==> src/rtl/seg7_scan_reader.sv <==
// Receive side of a multiplexed active-low 7-segment display bus.
// Each accepted one-hot strobe pattern is decoded back into a BCD digit and a decimal-point bit.
module seg7_scan_reader #(
  parameter int N_DIGITS       = 4,
  parameter int STABLE_CYCLES  = 16,
  parameter int TIMEOUT_CYCLES = 100000
) (
  input  logic                  clk,
  input  logic                  rst_n,
  input  logic [7:0]            Seg,
  input  logic [N_DIGITS-1:0]   An,
  output logic [4*N_DIGITS-1:0] Digits,
  output logic [N_DIGITS-1:0]   Dp,
  output logic [N_DIGITS-1:0]   DigitValid,
  output logic                  FrameDone,
  output logic                  ErrPulse
);

  localparam int SW = $clog2(STABLE_CYCLES + 1);
  localparam int TW = $clog2(TIMEOUT_CYCLES + 1);
  localparam int PW = N_DIGITS + 8;
  localparam logic [SW-1:0] STABLE_MAX   = SW'(STABLE_CYCLES);
  localparam logic [TW-1:0] TIMEOUT_MAX  = TW'(TIMEOUT_CYCLES);
  localparam logic [TW-1:0] TIMEOUT_LAST = TW'(TIMEOUT_CYCLES - 1);

  typedef enum logic [1:0] {
    IDLE   = 2'd0,
    SETTLE = 2'd1,
    HELD   = 2'd2
  } state_t;

  logic [7:0]          seg_s1_reg, seg_s2_reg;
  logic [N_DIGITS-1:0] an_s1_reg, an_s2_reg;

  always_ff @(posedge clk or negedge rst_n) begin
    if (!rst_n) begin
      seg_s1_reg <= '1;
      seg_s2_reg <= '1;
      an_s1_reg  <= '1;
      an_s2_reg  <= '1;
    end else begin
      seg_s1_reg <= Seg;
      seg_s2_reg <= seg_s1_reg;
      an_s1_reg  <= An;
      an_s2_reg  <= an_s1_reg;
    end
  end

  logic [PW-1:0] sample;
  logic [PW-1:0] prev_reg;
  logic          one_hot;
  logic          changed;

  assign sample  = {an_s2_reg, seg_s2_reg};
  assign one_hot = ($countones(~an_s2_reg) == 1);
  assign changed = (sample != prev_reg);

  state_t        state_reg, state_next;
  logic [SW-1:0] stab_reg, stab_next;
  logic          accept;

  always_ff @(posedge clk or negedge rst_n) begin
    if (!rst_n) begin
      state_reg <= IDLE;
      stab_reg  <= '0;
      prev_reg  <= '1;
    end else begin
      state_reg <= state_next;
      stab_reg  <= stab_next;
      prev_reg  <= sample;
    end
  end

  // A change always restarts the count on the new sample, even in the accept cycle,
  // so a pattern that follows immediately is not lost.
  always_comb begin
    state_next = state_reg;
    stab_next  = stab_reg;
    accept     = 1'b0;
    case (state_reg)
      IDLE: begin
        stab_next = '0;
        if (one_hot) begin
          state_next = SETTLE;
          stab_next  = SW'(1);
        end
      end
      SETTLE: begin
        if (stab_reg == STABLE_MAX) begin
          accept = 1'b1;
        end
        if (changed) begin
          state_next = one_hot ? SETTLE : IDLE;
          stab_next  = one_hot ? SW'(1) : '0;
        end else if (stab_reg == STABLE_MAX) begin
          state_next = HELD;
        end else begin
          stab_next = stab_reg + SW'(1);
        end
      end
      HELD: begin
        if (changed) begin
          state_next = one_hot ? SETTLE : IDLE;
          stab_next  = one_hot ? SW'(1) : '0;
        end
      end
      default: begin
        state_next = IDLE;
        stab_next  = '0;
      end
    endcase
  end

  // The accepted pattern is the previous sample: it is the one the count was built on.
  logic [N_DIGITS-1:0] prev_an;
  logic                dec_known;
  logic [3:0]          dec_digit;
  logic                acc_dp;
  logic [N_DIGITS-1:0] acc_mask;

  assign prev_an = prev_reg[PW-1:8];
  assign acc_dp  = ~prev_reg[7];

  always_comb begin
    dec_known = 1'b1;
    dec_digit = 4'hF;
    case (prev_reg[6:0])
      7'h40:   dec_digit = 4'd0;
      7'h79:   dec_digit = 4'd1;
      7'h24:   dec_digit = 4'd2;
      7'h30:   dec_digit = 4'd3;
      7'h19:   dec_digit = 4'd4;
      7'h12:   dec_digit = 4'd5;
      7'h02:   dec_digit = 4'd6;
      7'h78:   dec_digit = 4'd7;
      7'h00:   dec_digit = 4'd8;
      7'h10:   dec_digit = 4'd9;
      7'h7F:   dec_digit = 4'hF;
      default: dec_known = 1'b0;
    endcase
  end

  assign acc_mask = (accept && dec_known) ? ~prev_an : '0;

  genvar gi;
  generate
    for (gi = 0; gi < N_DIGITS; gi++) begin : g_pos
      logic [3:0]    digit_reg;
      logic          dp_reg;
      logic          valid_reg;
      logic [TW-1:0] tcnt_reg;

      // Accept wins over timeout; the counter saturates so valid stays cleared.
      always_ff @(posedge clk or negedge rst_n) begin
        if (!rst_n) begin
          digit_reg <= 4'hF;
          dp_reg    <= 1'b0;
          valid_reg <= 1'b0;
          tcnt_reg  <= '0;
        end else if (acc_mask[gi]) begin
          digit_reg <= dec_digit;
          dp_reg    <= acc_dp;
          valid_reg <= 1'b1;
          tcnt_reg  <= '0;
        end else if (tcnt_reg != TIMEOUT_MAX) begin
          tcnt_reg <= tcnt_reg + TW'(1);
          if (tcnt_reg == TIMEOUT_LAST) begin
            valid_reg <= 1'b0;
          end
        end
      end

      assign Digits[4*gi +: 4] = digit_reg;
      assign Dp[gi]            = dp_reg;
      assign DigitValid[gi]    = valid_reg;
    end
  endgenerate

  logic [N_DIGITS-1:0] seen_reg;
  logic                frame_reg;
  logic                err_reg;

  always_ff @(posedge clk or negedge rst_n) begin
    if (!rst_n) begin
      seen_reg  <= '0;
      frame_reg <= 1'b0;
      err_reg   <= 1'b0;
    end else begin
      err_reg <= accept && !dec_known;
      if (&seen_reg) begin
        frame_reg <= 1'b1;
        seen_reg  <= acc_mask;
      end else begin
        frame_reg <= 1'b0;
        seen_reg  <= seen_reg | acc_mask;
      end
    end
  end

  assign FrameDone = frame_reg;
  assign ErrPulse  = err_reg;

endmodule

==> config.mk <==
export PLATFORM = sky130hd
export DESIGN_NAME = seg7_scan_reader
export DESIGN_NICKNAME = d
export VERILOG_FILES = /design/src/rtl/seg7_scan_reader.sv
export SDC_FILE = /design/constraint.sdc
export NUM_CORES = 1
export LEC_CHECK = 0
export ABC_AREA = 1
export BUFFER_PORTS_ARGS = -buffer_cell sky130_fd_sc_hd__buf_2
export CAP_MARGIN = 20
export CELL_PAD_IN_SITES_DETAIL_PLACEMENT = 1
export CELL_PAD_IN_SITES_GLOBAL_PLACEMENT = 2
export CORE_MARGIN = 4
export CORE_UTILIZATION = 37
export CTS_CLUSTER_SIZE = 10
export DETAILED_ROUTE_END_ITERATION = 7
export GPL_ROUTABILITY_DRIVEN = 1
export PLACE_DENSITY = 0.85
export RECOVER_POWER = 50
export SLEW_MARGIN = 40
export SYNTH_ARGS = -nofsm -noshare
export SYNTH_HDL_FRONTEND = slang
export SYNTH_SLANG_ARGS = --single-unit
==> constraint.sdc <==
create_clock -name clk -period 2.5 [get_ports clk]
set_clock_uncertainty 0.1 [all_clocks]
set_input_delay 0.375 -clock clk [delete_from_list [all_inputs] [get_ports clk]]
set_output_delay 0.375 -clock clk [all_outputs]
set_load 0.01 [all_outputs]
==> results of run 1 <==
-- worst max-delay path by stage --
stage / slack, ns / endpoint / cells past startpoint / start
global placement: 0.30 / state_reg[0]$_DFFE_PN0P_ / 10 / an_s2_reg[1]$_DFF_PN1_
detailed placement: 0.20 / state_reg[0]$_DFFE_PN0P_ / 10 / an_s2_reg[1]$_DFF_PN1_
CTS: 0.17 / state_reg[0]$_DFFE_PN0P_ / 10 / an_s2_reg[1]$_DFF_PN1_
floorplan: 0.40 / state_reg[0]$_DFFE_PN0P_ / 10 / an_s2_reg[0]$_DFF_PN1_
finish: 0.17 / state_reg[0]$_DFFE_PN0P_ / 10 / an_s2_reg[1]$_DFF_PN1_
global route: 0.06 / seg_s1_reg[2]$_DFF_PN1_ / 3 / rst_n
-- power groups by stage --
stage               Clock [W]  Combinational [W]  Sequential (W)
finish                0.00282           0.000226         0.00238
detailed placement          0           0.000217         0.00242
floorplan                   0           0.000117         0.00241
global route          0.00302           0.000267         0.00239
global placement            0           0.000208         0.00242
CTS                   0.00290           0.000236         0.00239
-- area by class of cell --
type / count / area, µm² / share of cell area (%)
inverter: 187 / 702 / 8.29
multi-input combinational: 523 / 2770 / 32.7
clock buffer: 25 / 548 / 6.47
tap: 260 / 325 / 3.84
sequential: 141 / 3590 / 42.4
clock inverter: 7 / 119 / 1.40
timing repair buffer: 64 / 414 / 4.89
-- cells in the mapped netlist, types with 15 or more instances --
cell / number
dfrtp_1: 89
xor2_1: 15
nand4_1: 47
nor3_1: 18
nor2_1: 58
nand3_2: 19
dfstp_2: 52
o21ai_0: 19
nand3_1: 66
inv_2: 67
nand2_1: 209
inv_1: 120
-- layer usage --
layer | GRT usage [%] | share of wire (%)
met5 | 0 | 0
met1 | 21.4 | 47
met4 | 5.45 | 1.4
met3 | 3.13 | 2.4
met2 | 27.9 | 49
-- timing repair --
action                     CTS  global route
setup endpoints to repair    0             0
hold buffers                13             0
hold endpoints to repair    34             0
-- critical path, stage by stage (launching register included) --
cell and delay, ns:
dfstp_2 0.56, fa_1 0.42, inv_1 0.07, ha_1 0.14, ha_1 0.22, nor3b_1 0.28, or2_2 0.16, inv_1 0.03
nor2_1 0.14, nand2_1 0.07, nand2_1 0.06
-- stage by stage --
step	setup slack, ns	instance area [µm²]	std cells	util, %	hold WS, ns
2_1_floorplan	0.398	7220	871	-	-0.0206
3_3_place_gp	0.297	7690	1162	40.6	0.245
3_5_place_dp	0.196	7690	1162	40.6	0.247
4_1_cts	0.171	8490	1207	44.8	0.256
5_1_grt	0.0567	8470	1207	44.7	0.265
6_report	0.172	8470	1207	44.7	0.260
-- kinds of logic after synthesis --
kind of cell | count (synthesis) | synth area share, %
fa+ha+maj | 13 | 2.36
flops | 141 | 49.7
buf+inv | 207 | 11.9
compound gates | 34 | 2.65
xor+xnor | 20 | 2.42
simple gates | 456 | 30.9
-- layout by cell type (no fill, tap or decap), types with 11 or more instances in the layout --
master and n:
buf_2 35, clkbuf_16 19, dfrtp_1 89, dfstp_1 11, dfstp_2 41, dlygate4sd3_1 13, ha_1 12, inv_1 120
inv_2 67, nand2_1 209, nand3_1 66, nand3_2 19, nand4_1 47, nor2_1 58, nor3_1 18, o21ai_0 19
or2_2 11, xor2_1 15
==> results.txt, run 1 <==
reg2reg setup slack: 0.17 ns
synthesized area per cell: 8.29 µm²
crit-path max FO: 4
Cells after Synth: 871
vias in the first global route: 6010
yosys warns: 0
Nets: 961
synth-to-layout area growth: 17.3%
fillers: 2303
fin crit period: 2.33 ns
syn_nets: 898
worst flop-to-flop path endpoint: state_reg[0]$_DFFE_PN0P_
clk buf depth: 2
post-route ant nets: 0
gr ovfl total: 0
die area: 21800 µm²
sw frac: 21.7%
Die X: 148 µm
Worst Hold Class: flip-flop to flip-flop
Clock transition at path regs: 0.06 ns
critical path class: flip-flop to flip-flop
fmax: 0.430 GHz
antenna violations before repair: 0
sequential share of the synthesized area: 49.7%
DIE HEIGHT: 148 µm
max reg flops: 68
drt total wl: 16600 µm
gpl congestion: 0.785
worst vdd ir: 0.480 mV
global-route wire length before repair: 29200 µm
Post-synth top flop: dfrtp_1
Comb power frac: 4.2%
Seq pwr share: 43.9%
via count: 5666
setup total negative slack: 0 ns
Internal: 0.00425 W
Worst-Margin Slew: 1.56 ns
outcome: finished with violations
largest net degree at the start of global routing: 62
fraction of layout cells with a size suffix above 1: 24.7%
endpoints failing setup: 0
share of the synthesized area in the top cell type: 30.8%
Slew headroom: -3.68%
EDFF count, synth: 0
Wirelength per Cell: 13.7 µm
initial core utilization: 38.1%
Reg2Reg Launch Point: an_s2_reg[1]$_DFF_PN1_
CP required: 2.76 ns
synthesis-stage register bit count: 141
max_cap viols: 1
HPWL after DPL: 11900 µm
number of max-slew violations in the final report: 61
DRT iter0 DRCs: 213
clock network power share: 52.0%
RSZ-0062 raised after global routing: false
Setup crit start kind: flip-flop
Initial DRT Pass Iterations: 4
PostCTS Resize Cnt: 0
IO Port Bufs: 39
Worst setup EP type: flip-flop
Net Switching: 0.00118 W
async set-reset flop share out of synthesis: 100%
Worst Hold Launch: seg_s1_reg[5]$_DFF_PN1_
critical path data arrival time: 2.59 ns
Clock H-tree levels: 4
Hold Path Depth: 0
CTS root buffer: clkbuf_16
R2R cell count: 10
core area: 19000 µm²
Ant. Diodes: 0
pwr dens: 641 nW/µm²
final hold vios: 0
crit share post-route: 93.1%
Vias/cell: 4.69
Tot GR Track Use: 16.5%
failing checks: capacitance limit, slew limit
# rows: 50
Synth cell types: 35
Tot Pwr: 0.00543 W
CTS Sinks: 141
Pleak: 4.34 nW
WHS Endpoint: seg_s2_reg[5]$_DFF_PN1_
synthesized cell area: 7220 µm²
Synth area leaders: dfrtp_1, dfstp_2, nand2_1, inv_1, nand3_1
CTS tree: yes
cell taking the most area after synthesis: dfrtp_1
Skew-Pair Late Insertion Delay: 0.43 ns
Post-CTS Repair Setup Buffers: 0
Inserted Clock Buffers: 17
DR DRC count: 0
Ports: 40
Power figures use the tool's default switching activity.
==> run 2, diff against run 1 <==
--- a/config.mk
+++ b/config.mk
@@ -5,17 +5,16 @@
 export SDC_FILE = /design/constraint.sdc
 export NUM_CORES = 1
 export LEC_CHECK = 0
-export ABC_AREA = 1
 export BUFFER_PORTS_ARGS = -buffer_cell sky130_fd_sc_hd__buf_2
 export CAP_MARGIN = 20
 export CELL_PAD_IN_SITES_DETAIL_PLACEMENT = 1
 export CELL_PAD_IN_SITES_GLOBAL_PLACEMENT = 2
 export CORE_MARGIN = 4
-export CORE_UTILIZATION = 37
+export CORE_UTILIZATION = 38
 export CTS_CLUSTER_SIZE = 10
 export DETAILED_ROUTE_END_ITERATION = 7
 export GPL_ROUTABILITY_DRIVEN = 1
-export PLACE_DENSITY = 0.85
+export PLACE_DENSITY = 0.8
 export RECOVER_POWER = 50
 export SLEW_MARGIN = 40
 export SYNTH_ARGS = -nofsm -noshare
==> run 2 against run 1 <==
Compared with the run above: the run now ends clean; area after synthesis shrank 8.0%; non-clock buffer count grew 6; clock power shrank 12%; final cell count shrank 26%; largest cell class unchanged; combinational power shrank 19%; critical endpoint is now stab_reg[0]$_DFFE_PN0P_; highest routed layer unchanged; first-iteration DRC count shrank 24%; die area shrank 9.9%.
==> results.txt, run 2 <==
critical path data arrival time: 2.60 ns (was 2.59 ns)
Nets: 681 (was 961)
Clock transition at path regs: 0.06 ns (about the same)
CTS Sinks: 141 (unchanged)
crit-path most repeated cell: ha_1
reg2reg setup slack: 0.14 ns (was 0.17 ns)
Tot GR Track Use: 16.4% (was 16.5%)
EDFF count, synth: 0 (unchanged)
CTS root buffer: clkbuf_16 (unchanged)
Die X: 140 µm (was 148 µm)
setup ws final: 0.137 ns (was 0.172 ns)
Synth area leaders: dfrtp_1, dfstp_2, xor2_1, nor2_1, xnor2_1 (was dfrtp_1, dfstp_2, nand2_1, inv_1, nand3_1)
gpl congestion: 0.819 (was 0.785)
Wirelength per Cell: 16.9 µm (was 13.7 µm)
yosys warns: 0 (unchanged)
drt total wl: 15100 µm (was 16600 µm)
vias in the first global route: 4961 (was 6010)
sequential share of the synthesized area: 54.1% (was 49.7%)
post-route ant nets: 0 (unchanged)
synthesis-stage register bit count: 141 (unchanged)
CP required: 2.73 ns (was 2.76 ns)
max reg flops: 68 (unchanged)
Cells after Synth: 593 (was 871)
fraction of layout cells with a size suffix above 1: 22.9% (was 24.7%)
via count: 4539 (was 5666)
async set-reset flop share out of synthesis: 100% (unchanged)
fillers: 1857 (was 2303)
IO Port Bufs: 39 (unchanged)
core area: 17200 µm² (was 19000 µm²)
antenna violations before repair: 0 (unchanged)
DR DRC count: 0 (unchanged)
share of the synthesized area in the top cell type: 33.5% (was 30.8%)
syn_nets: 620 (was 898)
crit-path max FO: 3 (was 4)
Vias/cell: 5.09 (was 4.69)
Worst Hold Launch: seg_s1_reg[1]$_DFF_PN1_ (was seg_s1_reg[5]$_DFF_PN1_)
Clock H-tree levels: 4 (unchanged)
crit share post-route: 94.5% (was 93.1%)
clk buf depth: 2 (unchanged)
setup total negative slack: 0 ns (unchanged)
gr ovfl total: 0 (unchanged)
global-route wire length before repair: 25800 µm (was 29200 µm)
outcome: completed (was finished with violations)
Pleak: 3.42 nW (was 4.34 nW)
Initial DRT Pass Iterations: 4 (unchanged)
critical-path cell list: fa_1 -> inv_1 -> ha_1 -> ha_1 -> or3b_4 -> a221oi_2 (was fa_1 -> inv_1 -> ha_1 -> ha_1 -> nor3b_1 -> or2_2 -> inv_1 -> nor2_1 -> nand2_1 -> nand2_1)
Setup crit start kind: flip-flop (unchanged)
largest net degree at the start of global routing: 54 (was 62)
Worst Hold Class: flip-flop to flip-flop (unchanged)
worst vdd ir: 0.503 mV (was 0.480 mV)
DIE HEIGHT: 140 µm (was 148 µm)
number of max-slew violations in the final report: 0 (was 61)
synthesized cell area: 6650 µm² (was 7220 µm²)
Reg2Reg Launch Point: an_s2_reg[1]$_DFF_PN1_ (unchanged)
synthesized area per cell: 11.2 µm² (was 8.29 µm²)
worst flop-to-flop path endpoint: stab_reg[0]$_DFFE_PN0P_ (was state_reg[0]$_DFFE_PN0P_)
Ports: 40 (unchanged)
HPWL after DPL: 10300 µm (was 11900 µm)
Ant. Diodes: 0 (unchanged)
Skew-Pair Late Insertion Delay: 0.43 ns (about the same)
Worst setup EP type: flip-flop (unchanged)
cell taking the most area after synthesis: dfrtp_1 (unchanged)
synth-to-layout area growth: 17.2% (was 17.3%)
R2R cell count: 6 (was 10)
Largest delay share family, worst path: adder cells (unchanged)
Worst-Margin Slew: 1.37 ns (was 1.56 ns)
CP max-delay cell: dfstp_2 (unchanged)
initial core utilization: 38.6% (was 38.1%)
Slew headroom: 8.96% (was -3.68%)
# rows: 48 (was 50)
endpoints failing setup: 0 (unchanged)
most common cell after layout, fill and taps aside: dfrtp_1 (was nand2_1)
critical path class: flip-flop to flip-flop (unchanged)
commonest cells in the synthesized netlist: dfrtp_1, nor2_1, dfstp_2, xor2_1, nand3_1 (was nand2_1, inv_1, dfrtp_1, inv_2, nand3_1)
fin crit period: 2.36 ns (was 2.33 ns)
Hold Path Depth: 0 (unchanged)
Post-synth top flop: dfrtp_1 (unchanged)
CTS tree: yes (unchanged)
WHS Endpoint: seg_s2_reg[1]$_DFF_PN1_ (was seg_s2_reg[5]$_DFF_PN1_)
most frequent cells in the layout: dfrtp_1, nor2_1, xor2_1, dfstp_2, nand3_1 (was nand2_1, inv_1, dfrtp_1, inv_2, nand3_1)
most common cell in the netlist: dfrtp_1 (was nand2_1)
max_cap viols: 0 (was 1)
post-placement setup slack: 0.0366 ns (was 0.196 ns)
Synth cell types: 57 (was 35)
Inserted Clock Buffers: 17 (unchanged)
DRT iter0 DRCs: 162 (was 213)
die area: 19700 µm² (was 21800 µm²)
final hold vios: 0 (unchanged)
CP Buf/Inv Count: 1 (was 2)
max incr delay on CP: 0.57 ns (was 0.56 ns)
fmax: 0.423 GHz (was 0.430 GHz)
RSZ-0062 raised after global routing: false (unchanged)
pwr dens: 650 nW/µm² (was 641 nW/µm²)
[run 2: cell types whose count changed after synthesis, sizes merged, moves of 9 or more]
cell,before,now
o21ai,24,9
xor2,15,43
nand3,90,39
inv,187,23
mux2i,0,9
nor2,64,86
nand2,211,24
xnor2,5,31
nand4,47,20
and3,0,9
[run 2: repair_timing]
| item | CTS | global route |
|---|---|---|
| endpoints found under the hold margin | 35 | 0 |
| hold buffers | 13 | 0 |
| pin swaps | 0 | 1 |
| endpoints found under the setup margin | 1 | 2 |
| buffers inserted | 0 | 0 |
| resized for setup | 1 | 2 |
[run 2: cells by family after synthesis]
group / after synthesis / synth area share (%)
simple gates: 247 / 20.1
xor+xnor: 74 / 9.75
fa+ha+maj: 14 / 2.71
compound gates: 57 / 6.97
mux: 9 / 1.36
flops: 141 / 54.1
buf+inv: 51 / 5.08
[run 2: where the power goes]
group / switching (W) / internal [W] / total, W
Clock: 0.00105 / 0.00144 / 0.00249
Sequential: 0.0000484 / 0.00234 / 0.00239
Combinational: 0.000105 / 0.0000780 / 0.000183
Total: 0.00120 / 0.00386 / 0.00506
[run 2: worst max path at each step]
stage,from,end,depth (start not counted)
finish,an_s2_reg[1]$_DFF_PN1_,stab_reg[0]$_DFFE_PN0P_,6
global route,stab_reg[0]$_DFFE_PN0P_,g_pos[3].tcnt_reg[3]$_DFFE_PN0P_,8
CTS,an_s2_reg[1]$_DFF_PN1_,state_reg[0]$_DFFE_PN0P_,6
detailed placement,an_s2_reg[1]$_DFF_PN1_,stab_reg[0]$_DFFE_PN0P_,6
global placement,an_s2_reg[1]$_DFF_PN1_,stab_reg[0]$_DFFE_PN0P_,6
floorplan,an_s2_reg[0]$_DFF_PN1_,stab_reg[0]$_DFFE_PN0P_,6
[run 2: worst reg2reg max path, stage by stage (launching register included)]
cell and delay (ns):
dfstp_2 0.57, fa_1 0.42, inv_1 0.07, ha_1 0.16, ha_1 0.25, or3b_4 0.42
a221oi_2 0.28
[run 2: metal layers]
metal  vias to the layer above  wire (µm)  track usage (%)
met5                         -          0                0
met4                         0        259             5.15
met3                        21        533             4.54
met2                        52       7470             27.0
met1                      2315       6850             21.1
li1                       2151          -                -
[run 2: cell type report]
type | count | area (µm²) | share of cell area [%]
well taps | 225 | 282 | 3.62
repair buffers | 70 | 517 | 6.64
flip-flops and latches | 141 | 3590 | 46.2
multi-input cells | 401 | 2730 | 35.0
clock buffers | 18 | 450 | 5.78
inverters | 23 | 86.3 | 1.11
clock inverters | 14 | 129 | 1.66
[run 2: stage by stage]
step	cells	utilization [%]	power [W]	hold slack (ns)	instance area, µm²
finish	892	45.2	0.00506	0.256	7790
detailed placement	847	41.1	0.00259	0.247	7080
floorplan	593	-	0.00250	-0.0206	6650
global route	892	45.2	0.00528	0.258	7790
global placement	847	41.1	0.00258	0.246	7080
CTS	892	45.2	0.00514	0.257	7800
==> run 3, diff against run 2 <==
==> constraint.sdc (replaced) <==
create_clock -name clk -period 2.5 [get_ports clk]
set_clock_uncertainty 0.1 [all_clocks]
set_input_delay 0 -clock clk [delete_from_list [all_inputs] [get_ports clk]]
set_output_delay 0 -clock clk [all_outputs]
set_load 0.01 [all_outputs]
==> run 3 against run 2 <==
Compared with the run above: first-iteration DRC count up 57%; utilization is 0.15 points higher; clock power up 15%; cell area rose by 0.34%; critical path depth stayed put; power grew 6.9%; die area unchanged; routed wire length down 4.0%; maximum frequency decreased by 0.25%; final cell count decreased by 0.34%; sequential power about the same; worst setup slack worse by 0.0058 ns; critical path type unchanged.
==> results.txt, run 3 (synthesis gave the netlist of run 2 again) <==
synth-to-layout area growth: 17.6% (was 17.2%)
Ports: 40 (unchanged)
Tot GR Track Use: 16.2% (was 16.4%)
CTS tree: yes (unchanged)
Finished Cell Area: 7810 µm² (was 7790 µm²)
CTS root buffer: clkbuf_16 (unchanged)
worst flop-to-flop path endpoint: stab_reg[0]$_DFFE_PN0P_ (unchanged)
worst vdd ir: 0.490 mV (was 0.503 mV)
clock network power share: 52.8% (was 49.2%)
most frequent cells in the layout: dfrtp_1, nor2_1, xor2_1, dfstp_2, nand3_1 (unchanged)
Worst setup EP type: flip-flop (unchanged)
FF/Latch Area: 3590 µm² (unchanged)
sw frac: 20.4% (was 23.7%)
largest net degree at the start of global routing: 90 (was 54)
CP required: 2.73 ns (about the same)
fin crit period: 2.37 ns (was 2.36 ns)
antenna violations before repair: 0 (unchanged)
RSZ-0062 raised after global routing: false (unchanged)
area of the multi-input gates: 2730 µm² (about the same)
Seq pwr share: 44.1% (was 47.2%)
Die X: 140 µm (unchanged)
gpl congestion: 0.776 (was 0.819)
endpoints failing setup: 0 (unchanged)
Nets: 678 (was 681)
crit-path most repeated cell: ha_1 (unchanged)
DRT iter0 DRCs: 255 (was 162)
initial core utilization: 38.6% (unchanged)
Net Switching: 0.00110 W (was 0.00120 W)
crit-path max FO: 3 (unchanged)
max reg flops: 68 (unchanged)
Hold Path Depth: 2 (was 0)
global-route wire length before repair: 25500 µm (was 25800 µm)
most common cell after layout, fill and taps aside: dfrtp_1 (unchanged)
CP max-delay cell: dfstp_1 (was dfstp_2)
setup total negative slack: 0 ns (unchanged)
max_cap viols: 0 (unchanged)
R2R cell count: 6 (unchanged)
placed instance area: 7030 µm² (was 7080 µm²)
Non-Filler Instances: 889 (was 892)
Post-CTS Repair Setup Buffers: 0 (unchanged)
Worst Hold Class: primary input to flip-flop (was flip-flop to flip-flop)
fillers: 1836 (was 1857)
drt total wl: 14500 µm (was 15100 µm)
DIE HEIGHT: 140 µm (unchanged)
via count: 4480 (was 4539)
Internal: 0.00431 W (was 0.00386 W)
DR DRC count: 0 (unchanged)
Vias/cell: 5.04 (was 5.09)
critical path data arrival time: 2.59 ns (was 2.60 ns)
pwr dens: 693 nW/µm² (was 650 nW/µm²)
critical-path cell list: fa_1 -> inv_1 -> ha_1 -> ha_1 -> or3b_2 -> a221oi_2 (was fa_1 -> inv_1 -> ha_1 -> ha_1 -> or3b_4 -> a221oi_2)
Reg2Reg Launch Point: an_s2_reg[3]$_DFF_PN1_ (was an_s2_reg[1]$_DFF_PN1_)
Inserted Clock Buffers: 17 (unchanged)
die area: 19700 µm² (unchanged)
Setup crit start kind: flip-flop (unchanged)
fmax: 0.422 GHz (was 0.423 GHz)
gr ovfl total: 0 (unchanged)
Wirelength per Cell: 16.3 µm (was 16.9 µm)
Clock transition at path regs: 0.06 ns (about the same)
Skew-Pair Late Insertion Delay: 0.42 ns (was 0.43 ns)
number of max-slew violations in the final report: 0 (unchanged)
Comb power frac: 3.1% (was 3.6%)
Pleak: 3.42 nW (about the same)
# rows: 48 (unchanged)
reg2reg setup slack: 0.13 ns (was 0.14 ns)
final hold vios: 0 (unchanged)
crit share post-route: 94.7% (was 94.5%)
Worst-Margin Slew: 1.21 ns (was 1.37 ns)
CTS Sinks: 141 (unchanged)
Placed Cells: 843 (was 847)
fraction of layout cells with a size suffix above 1: 21.7% (was 22.9%)
vias in the first global route: 4983 (was 4961)
Ant. Diodes: 0 (unchanged)
Worst Hold Launch: Seg[7] (was seg_s1_reg[1]$_DFF_PN1_)
Initial DRT Pass Iterations: 4 (unchanged)
critical path class: flip-flop to flip-flop (unchanged)
CP Buf/Inv Count: 1 (unchanged)
Clock H-tree levels: 4 (unchanged)
clk buf depth: 2 (unchanged)
WHS Endpoint: seg_s1_reg[7]$_DFF_PN1_ (was seg_s2_reg[1]$_DFF_PN1_)
core area: 17200 µm² (unchanged)
max incr delay on CP: 0.57 ns (about the same)
Slew headroom: 19.5% (was 8.96%)
post-route ant nets: 0 (unchanged)
outcome: completed (unchanged)
IO Port Bufs: 39 (unchanged)
Largest delay share family, worst path: adder cells (unchanged)
HPWL after DPL: 9970 µm (was 10300 µm)
run 3: cell types whose count changed in the layout (fill, tap and decap cells not counted), moves of 3 or more:
cell / previous run / this run
inv_6: 4 / 0
buf_12: 5 / 2
clkbuf_1: 1 / 5
bufinv_16: 1 / 6
inv_4: 3 / 0
run 3: timing repair:
item | CTS | global route
hold buffers | 14 | 0
endpoints found under the setup margin | 0 | 1
resized for setup | 0 | 1
endpoints found under the hold margin | 118 | 0
run 3: power by group through the flow:
stage          Clock [W]  Combinational, W  Sequential, W
3_5_place_dp           0          0.000157        0.00243
6_report         0.00286          0.000166        0.00239
4_1_cts          0.00292          0.000175        0.00239
3_3_place_gp           0          0.000150        0.00243
2_1_floorplan          0         0.0000929        0.00240
5_1_grt          0.00303          0.000193        0.00239
run 3: worst register-to-register path, cell delays in order (launching register included):
cell	delay (ns)
dfstp_1	0.57
fa_1	0.43
inv_1	0.07
ha_1	0.14
ha_1	0.21
or3b_2	0.49
a221oi_2	0.26
run 3: through the flow:
step	worst slack, ns	util [%]	power (W)	hold slack [ns]
2_1_floorplan	0.246	-	0.00250	-0.396
3_3_place_gp	0.190	40.8	0.00258	-0.292
4_1_cts	0.0672	45.4	0.00549	0.0972
5_1_grt	0.0249	45.3	0.00562	0.111
6_report	0.131	45.3	0.00541	0.114
3_5_place_dp	0.0758	40.8	0.00259	-0.290
run 3: worst max-delay path by stage:
| stage | slack (ns) | startpoint | to | cells after the start |
|---|---|---|---|---|
| 2_1_floorplan | 0.25 | an_s2_reg[0]$_DFF_PN1_ | stab_reg[0]$_DFFE_PN0P_ | 6 |
| 3_3_place_gp | 0.19 | an_s2_reg[1]$_DFF_PN1_ | stab_reg[0]$_DFFE_PN0P_ | 6 |
| 3_5_place_dp | 0.08 | an_s2_reg[1]$_DFF_PN1_ | stab_reg[0]$_DFFE_PN0P_ | 6 |
| 4_1_cts | 0.07 | an_s2_reg[1]$_DFF_PN1_ | stab_reg[0]$_DFFE_PN0P_ | 6 |
| 5_1_grt | 0.02 | an_s2_reg[3]$_DFF_PN1_ | stab_reg[0]$_DFFE_PN0P_ | 6 |
| 6_report | 0.13 | an_s2_reg[3]$_DFF_PN1_ | stab_reg[0]$_DFFE_PN0P_ | 6 |
run 3: layer usage:
metal | vias up | routed length, µm | GRT usage [%] | part of all wire (%)
met5 | - | 0 | 0 | 0
met1 | 2260 | 6750 | 21.1 | 46
met3 | 21 | 367 | 3.69 | 2.5
met4 | 0 | 290 | 5.71 | 2.0
li1 | 2152 | - | - | -
met2 | 47 | 7110 | 26.6 | 49
run 3: area by class of cell:
type	instances	area share, %
Sequential cell	141	46.0
Multi-Input combinational cell	401	34.9
Timing Repair Buffer	67	5.89
Clock buffer	21	5.77
Tap cell	225	3.60
Clock inverter	11	2.74
Inverter	23	1.11
